### src/rtl/gamepad_pkg.sv
// Shared constants for the gamepad command scheduler: button bit positions,
// command codes and the fixed arbitration priority.
// Latency: n/a (constants and combinational helpers only). Backpressure: n/a.
package gamepad_pkg;

  // Bit positions in the decoded 12-bit button vector
  localparam int BTN_UP    = 0;
  localparam int BTN_DOWN  = 1;
  localparam int BTN_LEFT  = 2;
  localparam int BTN_RIGHT = 3;
  localparam int BTN_A     = 4;
  localparam int BTN_B     = 5;
  localparam int BTN_C     = 6;
  localparam int BTN_X     = 7;
  localparam int BTN_Y     = 8;
  localparam int BTN_Z     = 9;
  localparam int BTN_START = 10;
  localparam int BTN_MODE  = 11;

  typedef logic [3:0] cmd_t;

  localparam cmd_t CMD_NONE  = 4'd0;
  localparam cmd_t CMD_UP    = 4'd1;
  localparam cmd_t CMD_DOWN  = 4'd2;
  localparam cmd_t CMD_LEFT  = 4'd3;
  localparam cmd_t CMD_RIGHT = 4'd4;
  localparam cmd_t CMD_A     = 4'd5;
  localparam cmd_t CMD_B     = 4'd6;
  localparam cmd_t CMD_C     = 4'd7;
  localparam cmd_t CMD_START = 4'd8;

  // Highest-priority command among the set bits: START > A > B > C > UP >
  // DOWN > LEFT > RIGHT. X, Y, Z and Mode never map to a command.
  function automatic cmd_t prio_cmd(input logic [11:0] v);
    cmd_t c;
    c = CMD_NONE;
    if      (v[BTN_START]) c = CMD_START;
    else if (v[BTN_A])     c = CMD_A;
    else if (v[BTN_B])     c = CMD_B;
    else if (v[BTN_C])     c = CMD_C;
    else if (v[BTN_UP])    c = CMD_UP;
    else if (v[BTN_DOWN])  c = CMD_DOWN;
    else if (v[BTN_LEFT])  c = CMD_LEFT;
    else if (v[BTN_RIGHT]) c = CMD_RIGHT;
    return c;
  endfunction

  // Highest-priority direction among the set bits (used for auto-repeat).
  function automatic cmd_t dir_cmd(input logic [11:0] v);
    cmd_t c;
    c = CMD_NONE;
    if      (v[BTN_UP])    c = CMD_UP;
    else if (v[BTN_DOWN])  c = CMD_DOWN;
    else if (v[BTN_LEFT])  c = CMD_LEFT;
    else if (v[BTN_RIGHT]) c = CMD_RIGHT;
    return c;
  endfunction

endpackage

### src/rtl/gamepad_command_scheduler_if.sv
// Command handshake between the scheduler (master) and the robot motion core.
// Latency: n/a (wires only). Backpressure: cmd_ready low holds the head command.
// Signals: cmd_valid/cmd_code from master, cmd_ready from slave.
interface gamepad_command_scheduler_if;
  logic              cmd_valid;
  gamepad_pkg::cmd_t cmd_code;
  logic              cmd_ready;

  modport master (output cmd_valid, output cmd_code, input cmd_ready);
  modport slave  (input cmd_valid, input cmd_code, output cmd_ready);
endinterface

### src/rtl/cmd_fifo.sv
// Generic synchronous FIFO with push/pop, full/empty, occupancy and drop flag.
// Latency: a pushed entry is visible at the head one cycle after the push edge.
// Backpressure: push while full is dropped (drop_o) unless a pop frees a slot.
// Ports: clk, rst (async, active high), push_i/push_dat_i, pop_i,
//        head_dat_o (0 when empty), empty_o, full_o, count_o, drop_o.
module cmd_fifo #(
  parameter int DEPTH = 4,
  parameter int WIDTH = 4,
  localparam int AW = $clog2(DEPTH),
  localparam int CW = AW + 1
) (
  input  logic             clk,
  input  logic             rst,
  input  logic             push_i,
  input  logic [WIDTH-1:0] push_dat_i,
  input  logic             pop_i,
  output logic [WIDTH-1:0] head_dat_o,
  output logic             empty_o,
  output logic             full_o,
  output logic [CW-1:0]    count_o,
  output logic             drop_o
);

  logic [WIDTH-1:0] mem_q [DEPTH];
  logic [AW-1:0]    wr_ptr_q, rd_ptr_q;
  logic [CW-1:0]    count_q;
  logic             push_ok, pop_ok;

  assign empty_o = (count_q == '0);
  assign full_o  = (count_q == CW'(DEPTH));
  // A pop on empty is ignored, so push+pop on empty only pushes.
  assign pop_ok  = pop_i & ~empty_o;
  // When full, a same-cycle pop frees the slot the push needs.
  assign push_ok = push_i & (~full_o | pop_ok);
  assign drop_o  = push_i & full_o & ~pop_ok;

  assign head_dat_o = empty_o ? '0 : mem_q[rd_ptr_q];
  assign count_o    = count_q;

  always_ff @(posedge clk) begin
    if (push_ok) mem_q[wr_ptr_q] <= push_dat_i;
  end

  always_ff @(posedge clk or posedge rst) begin
    if (rst) begin
      wr_ptr_q <= '0;
      rd_ptr_q <= '0;
      count_q  <= '0;
    end else begin
      if (push_ok) wr_ptr_q <= wr_ptr_q + AW'(1);
      if (pop_ok)  rd_ptr_q <= rd_ptr_q + AW'(1);
      count_q <= count_q + CW'(push_ok) - CW'(pop_ok);
    end
  end

endmodule

### src/rtl/gamepad_command_scheduler.sv
// Frame-rate gamepad sampler: debounce, press detect, priority arbitration,
// auto-repeat, 4-entry command queue. Latency: decided at tick edge T, queued
// at T+1. Backpressure: cmd_ready low holds the head; full queue drops + overflow.
// Ports: clk, Reset (async, active high), vga_vs (async), Botoes[11:0],
//        clear_ovf, cmd (master handshake), fifo_count[2:0], overflow.
module gamepad_command_scheduler
  import gamepad_pkg::*;
#(
  parameter int DEBOUNCE_FRAMES = 2,
  parameter int REPEAT_FRAMES   = 15,
  parameter int FIFO_DEPTH      = 4
) (
  input  logic                               clk,
  input  logic                               Reset,
  input  logic                               vga_vs,
  input  logic [11:0]                        Botoes,
  input  logic                               clear_ovf,
  gamepad_command_scheduler_if.master        cmd,
  output logic [2:0]                         fifo_count,
  output logic                               overflow
);

  localparam int CW = $clog2(FIFO_DEPTH) + 1;

  logic        vs_s1_q, vs_s2_q, vs_prev_q;
  logic        tick;
  logic [11:0] last_sample_q, last_sample_d;
  logic [11:0] stable_q, stable_d;
  logic [3:0]  stab_cnt_q, stab_cnt_d;
  cmd_t        held_q, held_d;
  logic [5:0]  rep_cnt_q, rep_cnt_d;
  logic        push_q, push_d;
  cmd_t        push_code_q, push_code_d;
  logic        overflow_q;
  cmd_t        press_cmd;

  logic          fifo_empty, fifo_full, fifo_drop, pop;
  logic [CW-1:0] fifo_cnt;
  cmd_t          head_code;

  // Falling edge of the synchronised vsync marks one frame.
  assign tick = vs_prev_q & ~vs_s2_q;

  always_comb begin
    last_sample_d = last_sample_q;
    stable_d      = stable_q;
    stab_cnt_d    = stab_cnt_q;
    held_d        = held_q;
    rep_cnt_d     = rep_cnt_q;
    push_d        = 1'b0;
    push_code_d   = CMD_NONE;
    press_cmd     = CMD_NONE;
    if (tick) begin
      if (Botoes == last_sample_q) begin
        if (stab_cnt_q < 4'(DEBOUNCE_FRAMES)) stab_cnt_d = stab_cnt_q + 4'd1;
      end else begin
        stab_cnt_d    = 4'd1;
        last_sample_d = Botoes;
      end
      if (stab_cnt_d >= 4'(DEBOUNCE_FRAMES)) stable_d = Botoes;

      press_cmd = prio_cmd(stable_d & ~stable_q);

      held_d = dir_cmd(stable_d);
      if (held_d == held_q && held_d != CMD_NONE) rep_cnt_d = rep_cnt_q + 6'd1;
      else                                        rep_cnt_d = 6'd0;

      // Press edge wins over a repeat falling in the same frame; the repeat
      // period restarts either way.
      if (rep_cnt_d == 6'(REPEAT_FRAMES)) begin
        rep_cnt_d   = 6'd0;
        push_d      = 1'b1;
        push_code_d = held_d;
      end
      if (press_cmd != CMD_NONE) begin
        push_d      = 1'b1;
        push_code_d = press_cmd;
      end
    end
  end

  always_ff @(posedge clk or posedge Reset) begin
    if (Reset) begin
      vs_s1_q       <= 1'b1;
      vs_s2_q       <= 1'b1;
      vs_prev_q     <= 1'b1;
      last_sample_q <= '0;
      stable_q      <= '0;
      stab_cnt_q    <= '0;
      held_q        <= CMD_NONE;
      rep_cnt_q     <= '0;
      push_q        <= 1'b0;
      push_code_q   <= CMD_NONE;
      overflow_q    <= 1'b0;
    end else begin
      vs_s1_q       <= vga_vs;
      vs_s2_q       <= vs_s1_q;
      vs_prev_q     <= vs_s2_q;
      last_sample_q <= last_sample_d;
      stable_q      <= stable_d;
      stab_cnt_q    <= stab_cnt_d;
      held_q        <= held_d;
      rep_cnt_q     <= rep_cnt_d;
      push_q        <= push_d;
      push_code_q   <= push_code_d;
      // A drop in the same cycle as clear_ovf keeps the flag set.
      if (fifo_drop)      overflow_q <= 1'b1;
      else if (clear_ovf) overflow_q <= 1'b0;
    end
  end

  assign pop = ~fifo_empty & cmd.cmd_ready;

  cmd_fifo #(
    .DEPTH (FIFO_DEPTH),
    .WIDTH (4)
  ) u_fifo (
    .clk        (clk),
    .rst        (Reset),
    .push_i     (push_q),
    .push_dat_i (push_code_q),
    .pop_i      (pop),
    .head_dat_o (head_code),
    .empty_o    (fifo_empty),
    .full_o     (fifo_full),
    .count_o    (fifo_cnt),
    .drop_o     (fifo_drop)
  );

  assign cmd.cmd_valid = ~fifo_empty;
  assign cmd.cmd_code  = head_code;
  assign fifo_count    = 3'(fifo_cnt);
  assign overflow      = overflow_q;

endmodule

### src/flat_wrapper.sv
// flat-port wrapper written by rule: the top's interface ports become plain ports
module gamepad_command_scheduler_flat import gamepad_pkg::*;
#(
  parameter int DEBOUNCE_FRAMES = 2,
  parameter int REPEAT_FRAMES   = 15,
  parameter int FIFO_DEPTH      = 4
)
  (clk, Reset, vga_vs, Botoes, clear_ovf, fifo_count, overflow, cmd_cmd_valid, cmd_cmd_code, cmd_cmd_ready);
  gamepad_command_scheduler_if cmd_i ();
  input  logic clk;
  input  logic Reset;
  input  logic vga_vs;
  input  logic [11:0] Botoes;
  input  logic clear_ovf;
  output logic [2:0] fifo_count;
  output logic overflow;
  output wire logic [$bits(cmd_i.cmd_valid)-1:0] cmd_cmd_valid;
  output wire logic [$bits(cmd_i.cmd_code)-1:0] cmd_cmd_code;
  input wire logic [$bits(cmd_i.cmd_ready)-1:0] cmd_cmd_ready;
  assign cmd_cmd_valid = cmd_i.cmd_valid;
  assign cmd_cmd_code = cmd_i.cmd_code;
  assign cmd_i.cmd_ready = cmd_cmd_ready;
  gamepad_command_scheduler #(.DEBOUNCE_FRAMES(DEBOUNCE_FRAMES), .REPEAT_FRAMES(REPEAT_FRAMES), .FIFO_DEPTH(FIFO_DEPTH)) u_core (.clk(clk), .Reset(Reset), .vga_vs(vga_vs), .Botoes(Botoes), .clear_ovf(clear_ovf), .cmd(cmd_i), .fifo_count(fifo_count), .overflow(overflow));
endmodule
### config.mk
export PLATFORM = sky130hd
export DESIGN_NAME = gamepad_command_scheduler_flat
export DESIGN_NICKNAME = d
export VERILOG_FILES = /design/src/rtl/gamepad_pkg.sv /design/src/rtl/gamepad_command_scheduler_if.sv /design/src/rtl/cmd_fifo.sv /design/src/rtl/gamepad_command_scheduler.sv /design/src/flat_wrapper.sv
export SDC_FILE = /design/constraint.sdc
export NUM_CORES = 1
export LEC_CHECK = 0
export BUFFER_PORTS_ARGS = -buffer_cell sky130_fd_sc_hd__buf_4
export CAP_MARGIN = 20
export CORE_ASPECT_RATIO = 2
export CORE_MARGIN = 2
export CORE_UTILIZATION = 40
export CTS_CLUSTER_DIAMETER = 60
export DETAILED_ROUTE_END_ITERATION = 6
export PLACE_DENSITY = 0.6
export SLEW_MARGIN = 20
export SYNTH_ARGS = -nofsm -noshare
export SYNTH_HDL_FRONTEND = slang
export SYNTH_HIERARCHICAL = 1
export SYNTH_SLANG_ARGS = --single-unit
export TNS_END_PERCENT = 100
### constraint.sdc
create_clock -name clk -period 3.77 [get_ports clk]
set_input_delay 0.377 -clock clk [delete_from_list [all_inputs] [get_ports clk]]
set_output_delay 0.377 -clock clk [all_outputs]
set_load 0.05 [all_outputs]
After elaboration in Yosys (flattened, before gate mapping)
Memory sizes are Yosys's and may differ from the RTL's.
Index checks and enable logic that the tools add are counted.
{ "word_totals": {"regBits": 54, "ramBits": 16, "inputBits": 17, "output_inout_bits": 9, "elab_cells": 80, "memories": 1} }
{ "memory_table": {"columns": ["memory", "words", "width", "read_ports", "rd_clocked_by_memory_dff", "wr", "line", "source"], "rows": [
  ["u_core.u_fifo.mem_q", 4, 4, 1, 0, 1, "cmd_fifo.sv:24", "logic [WIDTH-1:0] mem_q [DEPTH];"]
]} }
{ "op_classes": {"n_addsub": 6, "order_cmp": 2, "n_eq_ne": 4, "n_mux": 33, "n_bitwise": 14, "n_reduce_logical": 6} }
{ "ops": {"columns": ["cell", "n"], "rows": [
  ["$mux W4", 19],
  ["$mux W12", 2],
  ["$mux W6", 3],
  ["$eq A12 B12 Y1", 1],
  ["$and A11 B11 Y11", 1],
  ["$not A11 Y11", 1],
  ["$reduce_bool A4 Y1", 2],
  ["$mux W1", 7],
  ["$add A6 B1 Y6 const B", 1],
  ["$and A1 B1 Y1", 6],
  ["$eq A6 B4 Y1 const B", 1],
  ["$mux W3", 2],
  ["$not A1 Y1", 5],
  ["$add A2 B1 Y2 const B", 2],
  ["$add A4 B1 Y4 const B", 1],
  ["$eq A4 B4 Y1", 1],
  ["$ge A4 B2 Y1 const B", 1],
  ["$lt A4 B2 Y1 const B", 1],
  ["$add A3 B1 Y3", 1],
  ["$eq A3 B3 Y1 const B", 1],
  ["$logic_not A3 Y1", 1],
  ["$sub A3 B1 Y3", 1],
  ["$reduce_and A2 Y1", 1],
  ["$reduce_bool A2 Y1", 1],
  ["other kinds (2)", 2]
]} }

Depth between registers and ports, before layout
{ "logic_depth": {"word_depth": 20, "depth_mapped": 10, "mapped_depth_nobuf": 9} }

By module
The synthesis kept the hierarchy.
{ "by_module_without_submodules": {"columns": ["mod", "n_inst", "cells_per_inst", "area_each_um2", "seq_area_each_um2"], "rows": [
  ["gamepad_command_scheduler", 1, 219, 2293.4, 1054.8],
  ["cmd_fifo", 1, 64, 1043.5, 655.6]
]} }

Worst setup path after synthesis
OpenSTA, ideal clock, no wires.
{ "synth_timing": {"path_kind": "flip-flop to flip-flop", "startpoint": "register u_core.u_fifo.count_q[1] (netlist: u_core/u_fifo/count_o[1])", "endpoint": "register u_core.u_fifo.count_q[2] (netlist: u_core/u_fifo/count_o[2])", "setup_ns": 0.124, "t_arrival_ns": 2.438, "t_required_ns": 3.646, "path_slack_ns": 1.208, "path_stages_with_launch": 10, "path_buffers": 1, "synth_period_minus_slack_ns": 2.562, "cell_sequence": "dfrtp_1 or3_1 clkbuf_1 inv_1 nor2b_1 nand2_1 or2_2 fa_1 xnor2_1 xnor2_1"} }
{ "synth_via": {"elab_chain_cells": 8, "elab_cells_between_ends": 10, "classes_between": "add/sub (2); eq/ne (1); bitwise (6); reduce/logical (1)"} }
{ "synth_rtl": {"columns": ["element", "line", "source"], "rows": [
  ["start: declaration", "cmd_fifo.sv:26", "logic [CW-1:0] count_q;"],
  ["start signal: assignment", "cmd_fifo.sv:52", "count_q <= count_q + CW'(push_ok) - CW'(pop_ok);"],
  ["$logic_not A3 Y1 (*)", "cmd_fifo.sv:29", "assign empty_o = (count_q == '0);"],
  ["net u_core.fifo_empty", "gamepad_command_scheduler.sv:37", "logic fifo_empty, fifo_full, fifo_drop, pop;"],
  ["$not A1 Y1 (*)", "gamepad_command_scheduler.sv:112", "assign pop = ~fifo_empty & cmd.cmd_ready;"],
  ["$and A1 B1 Y1 (*)", "gamepad_command_scheduler.sv:112", null],
  ["net u_core.pop", "gamepad_command_scheduler.sv:37", null],
  ["$and A1 B1 Y1 (*)", "cmd_fifo.sv:32", "assign pop_ok = pop_i & ~empty_o;"],
  ["$or A1 B1 Y1", "cmd_fifo.sv:34", "assign push_ok = push_i & (~full_o | pop_ok);"],
  ["$and A1 B1 Y1", "cmd_fifo.sv:34", null],
  ["$add A3 B1 Y3", "cmd_fifo.sv:52", null],
  ["$sub A3 B1 Y3 (*)", "cmd_fifo.sv:52", null]
]} }
The timed path passes the listed nets; every way through them passes the cells marked *.
A chain may end at the register's enable or synchronous reset.

Worst setup path after layout
{ "layout_timing": {"startpoint": "register u_core.last_sample_q[4]", "endpoint": "register u_core.rep_cnt_q[0]"} }
{ "layout_via": {"elab_chain_cells": 17, "elab_cells_between_ends": 18, "classes_between": "order compare (1); eq/ne (3); mux (12); reduce/logical (2)"} }
{ "layout_rtl": {"columns": ["element", "line", "source"], "rows": [
  ["start: declaration", "gamepad_command_scheduler.sv:27", "logic [11:0] last_sample_q, last_sample_d;"],
  ["start signal: assignment", "gamepad_command_scheduler.sv:99", "last_sample_q <= last_sample_d;"],
  ["$eq A12 B12 Y1 (*)", "gamepad_command_scheduler.sv:54", "if (Botoes == last_sample_q) begin"],
  ["$mux W4 (*)", "gamepad_command_scheduler.sv:54", null],
  ["$mux W4 (*)", "gamepad_command_scheduler.sv:53", "if (tick) begin"],
  ["$ge A4 B2 Y1 (*)", "gamepad_command_scheduler.sv:60", "if (stab_cnt_d >= 4'(DEBOUNCE_FRAMES)) stable_d = Botoes;"],
  ["$mux W12 (*)", "gamepad_command_scheduler.sv:60", null],
  ["$mux W12 (*)", "gamepad_command_scheduler.sv:53", null],
  ["$mux W3", "gamepad_pkg.sv:55", "else if (v[BTN_RIGHT]) c = CMD_RIGHT;"],
  ["$mux W4", "gamepad_pkg.sv:54", "else if (v[BTN_LEFT]) c = CMD_LEFT;"],
  ["$mux W4", "gamepad_pkg.sv:53", "else if (v[BTN_DOWN]) c = CMD_DOWN;"],
  ["$mux W4 (*)", "gamepad_pkg.sv:52", "if (v[BTN_UP]) c = CMD_UP;"],
  ["$mux W4 (*)", "gamepad_command_scheduler.sv:53", null],
  ["$eq A4 B4 Y1 / $reduce_bool A4 Y1 (equally long branches)", "gamepad_command_scheduler.sv:65", "if (held_d == held_q && held_d != CMD_NONE) rep_cnt_d = rep_cnt_q + 6'd1;"],
  ["$logic_and A1 B1 Y1 (*)", "gamepad_command_scheduler.sv:65", null],
  ["$mux W6 (*)", "gamepad_command_scheduler.sv:65", null],
  ["$mux W6 (*)", "gamepad_command_scheduler.sv:53", null],
  ["$eq A6 B4 Y1", "gamepad_command_scheduler.sv:70", "if (rep_cnt_d == 6'(REPEAT_FRAMES)) begin"],
  ["$mux W6 (*)", "gamepad_command_scheduler.sv:70", null],
  ["end signal: assignment", "gamepad_command_scheduler.sv:103", "rep_cnt_q <= rep_cnt_d;"],
  ["end: declaration", "gamepad_command_scheduler.sv:31", "logic [5:0] rep_cnt_q, rep_cnt_d;"]
]} }
Every way passes the cells marked *; elsewhere a longest branch is shown, timed or not. The select of a mux whose other input is x is not followed.

==> results.toml <==
[pwr]
seqPwrFrac_pct = 38.0
switching_power_mw = 0.703
sw_frac_of_total_pct = 30.4
p_leak_nw = 1.69
p_int_mw = 1.61
pwr-share-clk_pct = 37.2
peakVddDrop_uv = 326
finalPower_mw = 2.31
power_density_nw_per_um2 = 584
pwr-share-comb_pct = 24.8

[sta]
drv_slew = 0
hold_viol = 0
rsz0062_at_grt = "no"
worst_pin_slew_ps = 761
relSlewSlack_pct = 49.1
finalClockSkew_ps = 8.75
setup_violations = 0
min_period_ps = 2610
fmax_mhz = 383
period_share_pct = 69.3
finalSetupTns_ps = 0

[outcome]
status = "completed"

[clocking]
cts_setup_buffers = 0
cts_root_buffer = "clkbuf_16"
cts_tree = "done"
htreeDepth = 3
cts_sinks = 65
insertion_delay_ps = 330
cts.path.max_buffers = 2
path_clk_slew_ps = 50
cts_buffers = 9

[routing]
ant_nets = 0
wl_um = 6670
wl_per_cell_um = 16.0
num_vias = 2222
via_per_inst = 5.33
firstDrtPassIters = 4
drc_errors = 0
drt_iter0_drc = 76

[worst_setup_path]
rr_endpoint = "u_core/rep_cnt_q[0]"
r2r_slack_ps = 1160
crit_arrival_ps = 2820
required_ps = 3980
cp_cell_sequence = "xnor2_1 -> nand4_1 -> nor4_1 -> mux2i_1 -> a221o_1 -> nor4_2 -> mux2_1"
rr_worst_depth = 7
critPathSlowestCell = "mux2i_1"
worstSetupPathType = "reg2reg"
worstPathMaxFanout = 6
worstReg2RegStart = "u_core/last_sample_q[4]"
start_kind = "register"
cp-end-kind = "register"
slowest_delay_ps = 450

[final_layout]
area.growth.synth_to_final_pct = 18.8
final_area_um2 = 3960
num-nets-final = 339
drive_above_1_share_pct = 26.6
fillers = 761
final_cells = 417
n_antenna_cell = 0

[grt]
grt_pass1_vias = 2330
grt_max_degree = 43
grt_usage_pct = 16.7
grt_overflow = 0
antenna_found_initial = 0
grt_pass1_wl_um = 10900

[placement]
placed_cells = 400
io_buffers = 25
dp_hpwl_um = 5060
postPlaceCellArea_um2 = 3630
place_congestion = 0.828

[floorplanning]
die_width_um = 68.6
coreArea_um2 = 8170
num_rows = 47
pin_count = 26
start_util_pct = 40.8
dieArea_um2 = 9120
die_h_um = 133

[min_path]
min_from = "vga_vs"
hold_path.class = "in2reg"
worstHoldPathCells = 1
min_to = "u_core/vs_s1_q"

[logic_synthesis]
syn_area_per_cell_um2 = 11.8
syn-num-nets = 307
ys_warn_count = 6
syn_inst = 282
syn-cell-area_um2 = 3330

[job]
maxCapViolations = 0
power by group through the flow:
| stage | combinational, mW | sequential (mW) | clock, mW |
|---|---|---|---|
| 2_1_floorplan | 0.400 | 0.918 | 0 |
| 3_3_place_gp | 0.571 | 0.889 | 0 |
| 3_5_place_dp | 0.580 | 0.893 | 0 |
| 4_1_cts | 0.582 | 0.881 | 0.879 |
| 5_1_grt | 0.620 | 0.892 | 0.909 |
| 6_report | 0.573 | 0.879 | 0.859 |
registers in the layout, indices dropped and copies added, names as in the netlist:
register and flops:
u_core/vs_s1_q 1, u_core/stable_q 8, u_core/last_sample_q 12, u_core/u_fifo/count_o 3, u_core/vs_s2_q 1, u_core/rep_cnt_q 6
u_core/vs_prev_q 1, u_core/u_fifo/wr_ptr_q 2, u_core/overflow 1, u_core/push_code_q 4, u_core/u_fifo/rd_ptr_q 2, u_core/u_fifo/mem_q 16
u_core/held_q 3, u_core/push_q 1, u_core/stab_cnt_q 4
how the worst max path moves through the flow:
stage | from | end | slack (ps) | depth (start not counted)
3_5_place_dp | Botoes[4] | u_core/rep_cnt_q[0] | 1060 | 8
3_3_place_gp | Botoes[4] | u_core/rep_cnt_q[0] | 1130 | 8
2_1_floorplan | u_core/u_fifo/count_o[1] | u_core/u_fifo/count_o[2] | 1210 | 9
4_1_cts | u_core/last_sample_q[4] | u_core/rep_cnt_q[0] | 1140 | 7
5_1_grt | u_core/stab_cnt_q[3] | u_core/push_code_q[0] | 960 | 7
6_report | u_core/last_sample_q[4] | u_core/rep_cnt_q[0] | 1160 | 7
timing repair:
action                                 in CTS  in global routing
gates resized for setup                     0                  0
hold buffers                                1                  0
endpoints found under the hold margin       7                  0
layout by cell type, fill, tap and decap left out, drive strengths merged, types with 9 or more instances in the layout:
master / count
and2: 10
nand2: 37
edfxtp: 16
buf: 28
nor2: 14
xnor2: 19
dfrtp: 46
inv: 10
mux2: 14
nand2b: 9
clkbuf: 16
nor3: 10
critical path: cells and delay by family, from the launching register on:
| family | cells | cell delay, ps |
|---|---|---|
| mux | 2 | 750 |
| simple gates | 3 | 690 |
| flops | 1 | 390 |
| compound gates | 1 | 360 |
| xor+xnor | 1 | 300 |
through the flow:
stage                     hold slack [ps]  setup WS [ps]  util (%)
after floorplan                       180           1210         -
after global placement                342           1130      44.4
after detailed placement              349           1060      44.4
after CTS                             142           1140      48.4
after global routing                  140            956      48.4
final                                 154           1160      48.4
area by class of cell:
class / instances / area [µm²] / area share, %
Sequential cell: 65 / 1710 / 43.2
Multi-Input combinational cell: 198 / 1540 / 39.0
Clock buffer: 16 / 323 / 8.15
Timing Repair Buffer: 29 / 220 / 5.56
Tap cell: 98 / 123 / 3.10
Inverter: 11 / 41.3 / 1.04
metal layers:
layer	up-vias	part of all wire [%]	GRT usage, %
li1	1060	-	-
met1	1087	34	16.1
met2	48	58	29.2
met3	27	2.4	3.38
met4	0	5.7	12.3
met5	-	0	0
Note: power is estimated with default switching activity, not from simulation.
